[src/rtl/mem_1rw_pkg.sv]
// mem_1rw_pkg: widths, types and constants shared by the mem_1rw request-side arbiter
// and its response FIFO.
package mem_1rw_pkg;

  localparam int ADDR_W    = 5;
  localparam int DATA_W    = 64;
  localparam int RSP_DEPTH = 2;
  localparam int CNT_W     = $clog2(RSP_DEPTH + 1);

  typedef logic [ADDR_W-1:0] addr_t;
  typedef logic [DATA_W-1:0] data_t;

  typedef enum logic [1:0] {
    GRANT_NONE = 2'd0,
    GRANT_W    = 2'd1,
    GRANT_R    = 2'd2
  } grant_e;

  typedef enum logic {
    PRIO_R = 1'b0,
    PRIO_W = 1'b1
  } prio_e;

  // A read may issue only if its response is guaranteed a FIFO slot when it returns.
  function automatic logic hasCredit(input logic [CNT_W-1:0] count,
                                     input logic             inflight,
                                     input logic             popping);
    logic [CNT_W:0] pending;
    pending = {1'b0, count} + {{CNT_W{1'b0}}, inflight} - {{CNT_W{1'b0}}, popping};
    return pending < (CNT_W + 1)'(RSP_DEPTH);
  endfunction

endpackage

[src/rtl/mem_1rw_rsp_fifo.sv]
// mem_1rw_rsp_fifo: two-entry in-order response buffer with registered head data.
module mem_1rw_rsp_fifo
  import mem_1rw_pkg::*;
#(
  parameter int WIDTH = DATA_W
) (
  input  logic             clock,
  input  logic             reset_n,
  input  logic             push_i,
  input  logic [WIDTH-1:0] pushData_i,
  input  logic             pop_i,
  output logic [CNT_W-1:0] count_o,
  output logic             notEmpty_o,
  output logic [WIDTH-1:0] headData_o
);

  logic [WIDTH-1:0] mem_q [RSP_DEPTH];
  logic             rdPtr_q, rdPtr_d;
  logic             wrPtr_q, wrPtr_d;
  logic [CNT_W-1:0] count_q, count_d;

  always_comb begin
    rdPtr_d = rdPtr_q;
    wrPtr_d = wrPtr_q;
    count_d = count_q;
    if (push_i) wrPtr_d = ~wrPtr_q;
    if (pop_i)  rdPtr_d = ~rdPtr_q;
    case ({push_i, pop_i})
      2'b10:   count_d = count_q + CNT_W'(1);
      2'b01:   count_d = count_q - CNT_W'(1);
      default: count_d = count_q;
    endcase
  end

  always_ff @(posedge clock) begin
    if (!reset_n) begin
      rdPtr_q <= 1'b0;
      wrPtr_q <= 1'b0;
      count_q <= '0;
    end else begin
      rdPtr_q <= rdPtr_d;
      wrPtr_q <= wrPtr_d;
      count_q <= count_d;
    end
  end

  // Storage needs no reset: the pointers and count decide what is visible.
  always_ff @(posedge clock) begin
    if (push_i) mem_q[wrPtr_q] <= pushData_i;
  end

  assign count_o    = count_q;
  assign notEmpty_o = (count_q != '0);
  assign headData_o = mem_q[rdPtr_q];

endmodule

[src/rtl/mem_1rw_arbiter.sv]
// mem_1rw_arbiter: merges a write and a read request channel onto the single RW0 port of mem_1rw.
// Define MEM_1RW_ARB_RR_EN for round-robin arbitration; otherwise writes have fixed priority.
module mem_1rw_arbiter #(
  parameter int ADDR_W = mem_1rw_pkg::ADDR_W,
  parameter int DATA_W = mem_1rw_pkg::DATA_W
) (
  input  logic              clock,
  input  logic              reset_n,
  input  logic              w_valid,
  output logic              w_ready,
  input  logic [ADDR_W-1:0] w_addr,
  input  logic [DATA_W-1:0] w_data,
  input  logic              r_valid,
  output logic              r_ready,
  input  logic [ADDR_W-1:0] r_addr,
  output logic              rsp_valid,
  input  logic              rsp_ready,
  output logic [DATA_W-1:0] rsp_data,
  output logic [ADDR_W-1:0] RW0_addr,
  output logic              RW0_en,
  output logic              RW0_clk,
  output logic              RW0_wmode,
  output logic [DATA_W-1:0] RW0_wdata,
  input  logic [DATA_W-1:0] RW0_rdata
);
  import mem_1rw_pkg::*;

  logic [CNT_W-1:0]  fifoCount;
  logic              fifoNotEmpty;
  logic [DATA_W-1:0] fifoHead;
  logic              pop;
  logic              credit;
  logic              rdEligible;
  logic              inflight_q, inflight_d;
  logic              grantW, grantR;
  grant_e            grant;

  assign pop = fifoNotEmpty && rsp_ready;

  // A response leaving this cycle frees its slot at once, so a steady consumer sees one read per cycle.
  assign credit     = hasCredit(fifoCount, inflight_q, pop);
  assign rdEligible = r_valid && credit;

`ifdef MEM_1RW_ARB_RR_EN
  prio_e prio_q, prio_d;

  always_comb begin
    prio_d = prio_q;
    if (grant == GRANT_R)      prio_d = PRIO_W;
    else if (grant == GRANT_W) prio_d = PRIO_R;
  end

  always_ff @(posedge clock) begin
    if (!reset_n) prio_q <= PRIO_R;
    else          prio_q <= prio_d;
  end
`endif

  // Nothing is granted while reset is held so the RAM sees no traffic.
  always_comb begin
    grant = GRANT_NONE;
    if (reset_n) begin
`ifdef MEM_1RW_ARB_RR_EN
      if (w_valid && rdEligible) grant = (prio_q == PRIO_R) ? GRANT_R : GRANT_W;
      else if (rdEligible)       grant = GRANT_R;
      else if (w_valid)          grant = GRANT_W;
`else
      if (w_valid)         grant = GRANT_W;
      else if (rdEligible) grant = GRANT_R;
`endif
    end
  end

  assign grantW = (grant == GRANT_W);
  assign grantR = (grant == GRANT_R);

  assign w_ready   = grantW;
  assign r_ready   = grantR;
  assign RW0_en    = grantW | grantR;
  assign RW0_wmode = grantW;
  assign RW0_addr  = grantW ? w_addr : r_addr;
  assign RW0_wdata = w_data;
  assign RW0_clk   = clock;

  assign inflight_d = grantR;

  always_ff @(posedge clock) begin
    if (!reset_n) inflight_q <= 1'b0;
    else          inflight_q <= inflight_d;
  end

  mem_1rw_rsp_fifo #(
    .WIDTH(DATA_W)
  ) u_rsp_fifo (
    .clock      (clock),
    .reset_n    (reset_n),
    .push_i     (inflight_q),
    .pushData_i (RW0_rdata),
    .pop_i      (pop),
    .count_o    (fifoCount),
    .notEmpty_o (fifoNotEmpty),
    .headData_o (fifoHead)
  );

  assign rsp_valid = fifoNotEmpty;
  assign rsp_data  = fifoHead;

endmodule

[config.mk]
export PLATFORM = sky130hd
export DESIGN_NAME = mem_1rw_arbiter
export DESIGN_NICKNAME = d
export VERILOG_FILES = /design/src/rtl/mem_1rw_pkg.sv /design/src/rtl/mem_1rw_rsp_fifo.sv /design/src/rtl/mem_1rw_arbiter.sv
export SDC_FILE = /design/constraint.sdc
export NUM_CORES = 1
export LEC_CHECK = 0
export ABC_AREA = 1
export ABC_CLOCK_PERIOD_IN_PS = 5100
export CORE_MARGIN = 2
export CORE_UTILIZATION = 28
export CTS_BUF_LIST = sky130_fd_sc_hd__clkbuf_4
export CTS_CLUSTER_DIAMETER = 80
export DETAILED_ROUTE_END_ITERATION = 10
export PLACE_DENSITY_LB_ADDON = 0.25
export SLEW_MARGIN = 20
export SYNTH_ARGS = -nofsm -noshare
export SYNTH_HDL_FRONTEND = slang
export SYNTH_HIERARCHICAL = 1
export SYNTH_SLANG_ARGS = --single-unit
[constraint.sdc]
create_clock -name clock -period 5.1 [get_ports clock]
set_input_delay 0.765 -clock clock [delete_from_list [all_inputs] [get_ports clock]]
set_output_delay 0.765 -clock clock [all_outputs]
set_load 0.01 [all_outputs]
==> qor.yml <==
timing:
  finClkSkew_ns: 0.0133
  setup_viol: 0
  setup_slack_ns: 0.864
  clock.fmax_ghz: 0.236
  period_share_pct: 83.1
  post-route-min-period_ns: 4.24
  maxSlewViolCount: 0
  finalHoldViolations: 0
  rsz0062_at_grt: "false"
  relSlewSlack_pct: 33.2
  finalSetupTns_ns: 0
  worst_pin_slew_ns: 1.00
global_routing:
  grt_pass1_wl_um: 20300
  grt_usage_pct: 13.2
  grt_pass1_vias: 3147
  grt_max_degree: 52
  grt.overflow.total: 0
  grt_antenna_before_repair: 1
die:
  fp.dieH_um: 148
  ios: 282
  start_util_pct: 28.7
  die_w_um: 148
  die_area_mm2: 0.0220
  row_count: 52
  core_area_mm2: 0.0204
synthesis:
  yosysSeqAreaShare_pct: 67.9
  syn_area_mm2: 0.00584
  synth_cells: 338
  ys_seq_elements: 134
  syn_nets: 485
  synth_cell_type_count: 18
  avgSynthCellArea_um2: 17.3
  ys_warn_count: 6
cells_and_area:
  layout_commonest_cell: "clkdlybuf4s50_1"
  final_cells: 730
  finish.net_count: 591
  seqCellArea_mm2: 0.00397
  final_cell_mix: "153 x clkdlybuf4s50_1, 128 x edfxtp_1, 60 x mux2_4"
  area_growth_pct: 28.0
  multi_input_area_mm2: 0.00120
  drive_gt1_share_pct: 23.6
  num-fill-cells: 1928
setup_path:
  crit_buf_inv: 5
  start_kind: "flip-flop"
  worstPathMaxFanout: 6
  cp_cell_sequence: "or2_2 > nand2_1 > inv_1 > ha_1 > inv_1 > nand2_1 > fa_1 > nand2_1 > inv_1 > nand2_1 > nor2_1 > ha_1 > inv_1 > clkdlybuf4s50_1"
  ff2ff_setup_slack_ns: 2.76
  slowest_delay_ns: 0.54
  crit_arrival_ns: 3.47
  critPathSlowestCell: "clkdlybuf4s50_1"
  end_kind: "output port"
  cp.required_ns: 4.34
  path_delay_family: "adder cells"
  worst-setup-path-type: "flip-flop to output port"
power:
  power_leakage_nw: 2.64
  p_per_area_mw_per_mm2: 301
  finalPower_w: 0.00225
  ir_drop_mv: 0.132
route:
  wl_um: 14500
  drtPass1Iterations: 4
  vias: 2969
  drt_iter0_markers: 124
  ant_nets: 0
  drc: 0
  avgViaCountPerCell: 4.07
  wl_per_cell_um: 19.8
placed_design:
  gp_congestion: 0.848
  place_ws_ns: 1.02
  dp.final_hpwl_um: 10700
  io_buffers: 153
  dpl.cell_count: 691
clock_network:
  cts_resized: 0
  cts_tree: "yes"
  postCtsSetupBuffers: 0
  path_clk_slew_ns: 0.12
  clock_latency_ns: 0.62
  ctsHoldBuffers: 0
job:
  cap_violations: 0
worst_hold_path:
  holdCritPathClass: "flip-flop to flip-flop"
status:
  outcome: "completed"
## layer usage
| metal | vias up | track usage [%] | routed length (um) | share of wire (%) |
|---|---|---|---|---|
| met1 | 1403 | 11.5 | 4670 | 32 |
| met3 | 22 | 8.80 | 1870 | 13 |
| li1 | 1359 | - | - | - |
| met2 | 185 | 23.5 | 7660 | 53 |
| met5 | - | 0 | 0 | 0 |
| met4 | 0 | 5.90 | 263 | 1.8 |
## power breakdown
part	internal (W)	switching [W]
combinational	0.000146	0.0000719
sequential	0.00122	0.0000165
clock	0.000382	0.000419
total	0.00174	0.000507
## stage by stage
step | instance area, um^2 | utilization (%) | hold slack (ns)
final | 7480 | 36.7 | 0.512
after CTS | 7440 | 36.5 | 0.518
after global routing | 7470 | 36.7 | 0.532
after global placement | 7120 | 34.9 | 0.489
after floorplan | 5840 | - | 0.466
after detailed placement | 7120 | 34.9 | 0.488
## synth_stat cells
library cell	count	area share, %
edfxtp_1	128	66
buf_4	66	8.5
mux2_4	60	15
nand2_1	31	2.0
inv_1	14	0.90
nor2_1	12	0.77
buf_12	6	2.1
dfxtp_1	6	2.1
mux2_2	4	0.77
ha_1	3	0.64
a21oi_1	1	0.086
buf_6	1	0.19
fa_1	1	0.34
inv_2	1	0.064
nand2_2	1	0.11
nand4_1	1	0.11
o21ai_0	1	0.086
or2_2	1	0.11
## cell families (layout without fill, tap and decap cells)
family / count (synthesis) / count (layout) / share of synthesized area, %
flip-flops: 134 / 134 / 67.9
other: 0 / 3 / 0
buffers and inverters: 88 / 207 / 11.7
multiplexers: 64 / 64 / 16.2
adder cells (fa/ha/maj): 4 / 4 / 0.986
AO/OA/AOI/OAI: 2 / 2 / 0.171
AND/OR/NAND/NOR: 46 / 46 / 3.08
## worst register-to-register path: stages, from the launching register on
cell and delay, ns:
dfxtp_1 0.39, or2_2 0.33, nand2_1 0.08, inv_1 0.08
ha_1 0.29, inv_1 0.05, nand2_1 0.06, fa_1 0.48
nand2_1 0.05, inv_1 0.06, nand2_1 0.04, nor2_1 0.10
ha_1 0.17, nand2_1 0.06, inv_1 0.06
## cell type report
class,instances,share of cell area [%]
well taps,270,4.52
repair buffers,156,21.0
multi-input cells,116,16.1
flip-flops and latches,134,53.1
diodes,3,0.100
inverters,15,0.753
clock buffers,21,2.14
clock inverters,15,2.34
## sequential cells by signal (all words and copies together), names as in the netlist, named ones only
signal              flops
u_rsp_fifo/rdPtr_q      1
u_rsp_fifo/count_o      2
u_rsp_fifo/wrPtr_q      1
inflight_q              1
u_rsp_fifo/mem_q      128
## worst paths after layout
path,from,depth (start not counted),endpoint
worst max-delay path,u_rsp_fifo/count_o[1],14,RW0_en
worst max register to register,u_rsp_fifo/count_o[1],14,inflight_q
worst min-delay path,inflight_q,2,u_rsp_fifo/wrPtr_q
worst min register to register,inflight_q,2,u_rsp_fifo/wrPtr_q
(Power assumes the default switching activity.)
